`config.mk`:
```
export PLATFORM = sky130hd
export DESIGN_NAME = wb_slave_router
export DESIGN_NICKNAME = d
export VERILOG_FILES = /design/src/rtl/wb_slave_router.sv
export SDC_FILE = /design/constraint.sdc
export NUM_CORES = 1
export LEC_CHECK = 0
export ABC_AREA = 1
export BUFFER_PORTS_ARGS = -buffer_cell sky130_fd_sc_hd__buf_2
export CORE_AREA = 2 2 110 112
export DETAILED_ROUTE_END_ITERATION = 8
export DIE_AREA = 0 0 112 114
export PLACE_DENSITY = 0.74
export SLEW_MARGIN = 30
export SYNTH_ARGS = -nofsm -noshare
export SYNTH_HDL_FRONTEND = slang
export SYNTH_SLANG_ARGS = --single-unit
```
`constraint.sdc`:
```
create_clock -name wb_clk_i -period 2.2 [get_ports wb_clk_i]
set_input_delay 0.33 -clock wb_clk_i [delete_from_list [all_inputs] [get_ports wb_clk_i]]
set_output_delay 0.33 -clock wb_clk_i [all_outputs]
set_load 0.005 [all_outputs]
```
`src/rtl/wb_slave_router.sv`:
```
// Wishbone slave router: decodes one master access onto NUM_IP+1 slave slots and returns a registered ack.
// Define WB_SLAVE_ROUTER_TIMEOUT_EN to build in the BUSY-state watchdog.
//
// state   | meaning
// --------+---------------------------------------------------------------
// IDLE    | waiting for cyc&stb; decodes the address
// BUSY    | strobing the latched slot, waiting for its ack
// RESP    | one-cycle ack to the master (slave data, miss or timeout data)
module wb_slave_router #(
    parameter int          NUM_IP      = 4,
    parameter logic [7:0]  IP_BASE     = 8'h30,
    parameter logic [7:0]  MEM_BASE    = 8'h38,
    parameter int          TIMEOUT_CYC = 255
) (
    input  logic                        wb_clk_i,
    input  logic                        wb_rst_i,
    input  logic                        wbs_cyc_i,
    input  logic                        wbs_stb_i,
    input  logic                        wbs_we_i,
    input  logic [3:0]                  wbs_sel_i,
    input  logic [31:0]                 wbs_adr_i,
    input  logic [31:0]                 wbs_dat_i,
    output logic                        wbs_ack_o,
    output logic [31:0]                 wbs_dat_o,
    output logic [NUM_IP:0]             slv_valid,
    input  logic [NUM_IP:0]             slv_ack,
    input  logic [32*(NUM_IP+1)-1:0]    slv_dat,
    output logic                        bus_err,
    output logic [7:0]                  err_cnt,
    output logic                        timeout_flag
);

    localparam logic [1:0] ST_IDLE = 2'd0;
    localparam logic [1:0] ST_BUSY = 2'd1;
    localparam logic [1:0] ST_RESP = 2'd2;

    logic [1:0]  state_q, state_d;
    logic [4:0]  idx_q, idx_d;
    logic        ack_q, ack_d;
    logic [31:0] dat_q, dat_d;
    logic        err_q, err_d;
    logic [7:0]  err_cnt_q, err_cnt_d;
    logic        err_rsp;

    logic        req;
    logic        dec_hit;
    logic [4:0]  dec_idx;
    logic        sel_ack;
    logic [31:0] sel_dat;

`ifdef WB_SLAVE_ROUTER_TIMEOUT_EN
    localparam logic [15:0] TO_LAST = 16'(TIMEOUT_CYC - 1);
    logic [15:0] tcnt_q, tcnt_d;
    logic        tflag_q, tflag_d;
`endif

    // The remaining master fields fan out to the slaves outside this block.
    logic unused_master_fields;
    assign unused_master_fields = ^{wbs_we_i, wbs_sel_i, wbs_dat_i,
                                    wbs_adr_i[23:12], wbs_adr_i[7:0]};

    assign req = wbs_cyc_i & wbs_stb_i;

    always_comb begin
        dec_hit = 1'b0;
        dec_idx = '0;
        if (wbs_adr_i[31:24] == MEM_BASE) begin
            dec_hit = 1'b1;
        end else if (wbs_adr_i[31:24] == IP_BASE &&
                     {1'b0, wbs_adr_i[11:8]} < 5'(NUM_IP)) begin
            dec_hit = 1'b1;
            dec_idx = {1'b0, wbs_adr_i[11:8]} + 5'd1;
        end
    end

    always_comb begin
        sel_ack   = 1'b0;
        sel_dat   = '0;
        slv_valid = '0;
        for (int k = 0; k <= NUM_IP; k++) begin
            if (idx_q == 5'(k)) begin
                sel_ack      = slv_ack[k];
                sel_dat      = slv_dat[32*k +: 32];
                slv_valid[k] = (state_q == ST_BUSY);
            end
        end
    end

    always_comb begin
        state_d   = state_q;
        idx_d     = idx_q;
        ack_d     = 1'b0;
        dat_d     = dat_q;
        err_d     = 1'b0;
        err_cnt_d = err_cnt_q;
        err_rsp   = 1'b0;
`ifdef WB_SLAVE_ROUTER_TIMEOUT_EN
        tcnt_d    = tcnt_q;
        tflag_d   = tflag_q;
`endif
        case (state_q)
            ST_IDLE: begin
                if (req) begin
                    if (dec_hit) begin
                        idx_d   = dec_idx;
                        state_d = ST_BUSY;
`ifdef WB_SLAVE_ROUTER_TIMEOUT_EN
                        tcnt_d  = '0;
`endif
                    end else begin
                        state_d = ST_RESP;
                        ack_d   = 1'b1;
                        dat_d   = '0;
                        err_rsp = 1'b1;
                    end
                end
            end
            ST_BUSY: begin
                // A master abort takes precedence over a same-cycle slave ack or expiry.
                if (!req) begin
                    state_d = ST_IDLE;
                end else if (sel_ack) begin
                    state_d = ST_RESP;
                    ack_d   = 1'b1;
                    dat_d   = sel_dat;
`ifdef WB_SLAVE_ROUTER_TIMEOUT_EN
                end else if (tcnt_q == TO_LAST) begin
                    state_d = ST_RESP;
                    ack_d   = 1'b1;
                    dat_d   = 32'hFFFF_FFFF;
                    err_rsp = 1'b1;
                    tflag_d = 1'b1;
                end else begin
                    tcnt_d  = tcnt_q + 16'd1;
`endif
                end
            end
            ST_RESP: state_d = ST_IDLE;
            default: state_d = ST_IDLE;
        endcase
        if (err_rsp) begin
            err_d = 1'b1;
            if (err_cnt_q != 8'hFF) err_cnt_d = err_cnt_q + 8'd1;
        end
    end

    always_ff @(posedge wb_clk_i) begin
        if (wb_rst_i) begin
            state_q   <= ST_IDLE;
            idx_q     <= '0;
            ack_q     <= 1'b0;
            dat_q     <= '0;
            err_q     <= 1'b0;
            err_cnt_q <= '0;
`ifdef WB_SLAVE_ROUTER_TIMEOUT_EN
            tcnt_q    <= '0;
            tflag_q   <= 1'b0;
`endif
        end else begin
            state_q   <= state_d;
            idx_q     <= idx_d;
            ack_q     <= ack_d;
            dat_q     <= dat_d;
            err_q     <= err_d;
            err_cnt_q <= err_cnt_d;
`ifdef WB_SLAVE_ROUTER_TIMEOUT_EN
            tcnt_q    <= tcnt_d;
            tflag_q   <= tflag_d;
`endif
        end
    end

    assign wbs_ack_o = ack_q;
    assign wbs_dat_o = dat_q;
    assign bus_err   = err_q;
    assign err_cnt   = err_cnt_q;
`ifdef WB_SLAVE_ROUTER_TIMEOUT_EN
    assign timeout_flag = tflag_q;
`else
    assign timeout_flag = 1'b0;
`endif

endmodule

```
Word-level counts from Yosys, hierarchy flattened
Cells that the tools add are included.
{ "word_totals": {"word_cells": 67, "ff_bits": 49, "out_inout_bits": 48} }
{ "classes": {"order_cmp": 1, "n_reduce_logical": 8, "eq_ne": 13, "n_mux": 36, "n_bitwise": 1, "add_sub_neg": 2} }
{ "op_table": {"columns": ["op", "n"], "rows": [
  ["32-bit two-way mux", 9],
  ["32-bit one-hot mux with 2 select lines", 1],
  ["1-bit two-way mux", 18],
  ["8-bit by 6-bit == test with 1-bit output, second input constant", 2],
  ["5-bit by 2-bit == test with 1-bit output, second input constant", 2],
  ["5-bit two-way mux", 2],
  ["8-bit by 1-bit adder with 8-bit output, second input constant", 1],
  ["2-bit two-way mux", 4],
  ["2-bit != test, second input constant", 4],
  ["8-bit != test, second input constant", 1],
  ["4-bit by 1-bit adder with 5-bit output, second input constant", 1],
  ["5-bit by 1-bit == test with 1-bit output, second input constant", 1],
  ["5-bit by 3-bit == test with 1-bit output, second input constant", 1],
  ["5-bit logical NOT", 1],
  ["5-bit AND reduction", 1],
  ["4-bit by 3-bit < comparator with 1-bit output, second input constant", 1],
  ["2-bit one-hot mux with 2 select lines", 1],
  ["2-bit AND reduction", 2],
  ["3-bit != test, second input constant", 1],
  ["3-bit AND reduction", 1],
  ["2-bit by 1-bit == test with 1-bit output, second input constant", 1],
  ["2-bit logical NOT", 1],
  ["1-bit one-hot mux with 2 select lines", 1],
  ["2-bit nonzero test", 1],
  ["other kinds (2)", 2]
]} }

Depth between registers and ports, before layout
{ "logic_depth": {"ltp_word": 9, "ltp_mapped": 12, "mapped_depth_nobuf": 10} }

Worst setup path before layout
No wires, ideal clock.
{ "synth_path": {"path_type": "register -> register", "start": "register idx_q[0]", "end": "register dat_q[8], in the netlist wbs_dat_o[8]", "required_time_ns": 2.085, "stages_incl_launch_ff": 11, "path_buffers": 2, "arrival_time_ns": 1.481, "setup_slack_ns": 0.604, "setup_time_ns": 0.115, "path_cell_list": "dfxtp_1 inv_2 nor2_4 nand3_2 o21a_1 nand2_1 nand3_2 buf_6 buf_4 a21oi_1 nor2_1"} }
{ "synth_between": {"elab_chain_len": 9, "word_cells_on_any_way": 20, "cone_classes": "eq/ne (5); mux (13); reduce/logical (2)"} }
{ "synth_lines": {"columns": ["element", "line", "rtl"], "rows": [
  ["start: declaration", "38", "logic [4:0] idx_q, idx_d;"],
  ["start signal: assignment", "161", "idx_q <= idx_d;"],
  ["5-bit logical NOT", "81", "if (idx_q == 5'(k)) begin"],
  ["32-bit two-way mux (5 in a row)", "81", null],
  ["32-bit two-way mux", "122", "end else if (sel_ack) begin"],
  ["32-bit two-way mux", "120", "if (!req) begin"],
  ["32-bit one-hot mux with 2 select lines", "101", "case (state_q)"],
  ["end signal: assignment", "163", "dat_q <= dat_d;"],
  ["end: declaration", "40", "logic [31:0] dat_q, dat_d;"]
]} }
Several ways; a longest one is shown, not always the timed one. The select of a mux whose other input is x is not followed.
A chain may end at the register's enable or synchronous reset.

Worst setup path in the final report
{ "layout_path": {"start": "register idx_q[4]", "end": "output port slv_valid[4]"} }
{ "layout_between": {"elab_chain_len": 2} }
{ "layout_lines": {"columns": ["element", "line", "rtl"], "rows": [
  ["5-bit by 3-bit == test with 1-bit output", "81", null],
  ["1-bit two-way mux", "81", null],
  ["end: declaration", "25", "output logic [NUM_IP:0] slv_valid,"]
]} }
No other way between the ends.

==> out/metrics.csv <==
metric,value,unit
ys_dominant_reg_cell,dfxtp_1,
start_kind,flop,
outcome,completed,
seqPwrFrac,0.441,
path_cells,nor2_4 -> buf_6 -> nand4_1 -> buf_12 -> nor2_1 -> buf_2,
start_util,0.3296,
grt_pass1_vias,4746,
drc,0,
drive_above_1_share,0.3039,
grt.total_usage,0.2240,
yosysMostFrequentCell,nor2_1,
ys_ff_latch,49,
netlist_area,0.003860,mm^2
clock_path_buffers,2,
ys_warn_count,0,
fmax,0.4801,GHz
hold_violations,0,
drt_iter0_markers,318,
slew_violations,0,
netlist.area_leader.share,0.2541,
fin_skew,0.002994,ns
cts_tree,built,
leakage,0.002945,uW
path_class,reg2out,
instances_no_fill,1030,
ant_nets,0,
endpoint_kind,output port,
synth_cell_type_count,28,
cts-root-buf,clkbuf_16,
crit_required,1.87,ns
grt_max_degree,69,
die_h,114,um
synthTopCellsByCount,"nor2_1 (109), inv_1 (100), nand2_1 (89)",
async_flop_share,0,
area_growth,38.38,%
cts_setup_buffers,0,
ys_seq_area_frac,0.2541,
dp.cells,1021,
arrival,1.75,ns
core.rowCount,40,
power_frac_clock,0.355,
cts_sinks,49,
slowest_stage,dfxtp_1,
wl_per_cell,14.22,um
p_int,1578,uW
cts_buffers,5,
finalWirelength,14650,um
clk_pin_slew_worst_paths,0.07,ns
avgViaCountPerCell,4.918,
fin_crit,2.083,ns
switching_share,0.2667,
critPathTopFamily,buffers and inverters,
htreeDepth,2,
worst_pin_slew,0.7268,ns
cap_viol_max_count,0,
period_share,0.9467,
slew_headroom,0.5143,
cpPeakStageDelay,0.36,ns
critPathBufInv,3,
powerDensity,402.9,mW/mm^2
hp-class,in2reg,
coreArea,0.01171,mm^2
cts-hold-fix-buffers,0,
netlist_instances,675,
via_count,5066,
fp.dieW,112,um
gp_congestion,0.8487,
synth-edff-count,0,
antenna_found_initial,1,
ios,286,
ir_drop,310.3,uV
setup_viol,0,
synth_area_per_cell,5.718,um^2
portBuffers,227,
dieArea,0.01277,mm^2
rsz0062_at_grt,yes,
final_core_util,0.4561,
synthTopCellsByArea,"dfxtp_1 (25%), nor2_1 (11%), o21ai_0 (9.9%), inv_1 (9.7%), nand4_1 (9.1%)",
synth_nets,915,
path_max_fanout,37,
fin_nets,1121,
synth_top_area_cell,dfxtp_1,
grt_first_pass_wirelength,23250,um
dr.pass1.iters,4,
worst_skew_pair.late_latency,0.28,ns
grt.overflow.total,0,
dp_hpwl,10920,um
switchingPower,574.0,uW
comb_power_share,0.204,
area by class of cell:
type | count | area (um^2)
Antenna cell | 1 | 2.502
Clock buffer | 6 | 128.9
Clock inverter | 2 | 15.01
Fill cell | 1269 | 6370
Inverter | 104 | 390.4
Multi-Input combinational cell | 471 | 2266
Sequential cell | 49 | 980.9
Tap cell | 147 | 183.9
Timing Repair Buffer | 250 | 1374
power by group through the flow:
stage               logic [uW]  registers [uW]  clock network (uW)
CTS                        445             950                 789
detailed placement         442             970                   0
global route               500             955                 830
global placement           440             969                   0
finish                     438             950                 764
floorplan                  186             973                   0
routing by layer:
metal  GRT usage  share of wire  up-vias  routed length [um]
met4     0.05528          0.019        0                 280
met5           0              0        -                   0
li1            -              -     2605                   -
met2      0.4125           0.50      229                7281
met1      0.2642           0.40     2214                5803
met3     0.05101          0.088       18                1283
tightest hold or removal path, stage by stage:
cell	delay, ns
buf_2	0.09
inv_1	0.04
nand2_1	0.05
a21oi_1	0.05
worst paths after layout:
check | cells past startpoint | slack [ns] | end | from
hold reg to reg | 2 | 0.50 | err_cnt[1] | err_cnt[1]
setup reg to reg | 9 | 0.15 | wbs_dat_o[10] | idx_q[4]
setup / recovery | 6 | 0.12 | slv_valid[4] | idx_q[4]
hold / removal | 4 | 0.33 | idx_q[0] | wbs_adr_i[8]
flip-flops by register name (all words and copies together), names as in the netlist:
signal / flops
err_cnt: 8
idx_q: 5
wbs_dat_o: 32
wbs_ack_o: 1
bus_err: 1
state_q: 2
kinds of logic after synthesis:
| kind of cell | synth area share |
|---|---|
| simple gates | 0.4042 |
| buf+inv | 0.1627 |
| compound gates | 0.1601 |
| flops | 0.2541 |
| xor+xnor | 0.01135 |
| fa+ha+maj | 0.006482 |
| other cells | 0.0009715 |
through the flow:
stage                     total power (uW)  area, um^2  hold WS (ns)  setup TNS (ns)  setup slack (ns)
after floorplan                       1159        3860        0.3991               0            0.6041
after global placement                1409        5170        0.4855         -0.2933          -0.09980
after detailed placement              1413        5175        0.4960               0           0.04088
after CTS                             2184        5324        0.3250               0           0.01801
after global routing                  2284        5341        0.3531       -0.007840         -0.007840
final                                 2152        5341        0.3276               0            0.1173
placed cells by master (no fill, tap or decap), types with 3 or more instances in the layout:
cell type  synthesis  final
nor2_4             3      4
inv_1            100    100
nor3_1            15     15
xor2_1             3      3
dfxtp_1           49     49
nand2_1           89     88
buf_12             0      4
nand3_2            2      3
a21oi_1           45     45
clkbuf_16          0      5
o21ai_0           76     76
nor2_1           109    108
buf_2             10    227
nand3_1           60     59
nand4_1           56     56
buf_4              5     16
timing repair:
action,4_1_cts,5_1_grt
gates resized for setup,1,5
setup endpoints to repair,1,36
pin swaps,0,1
Note: power is estimated with default switching activity, not from simulation.
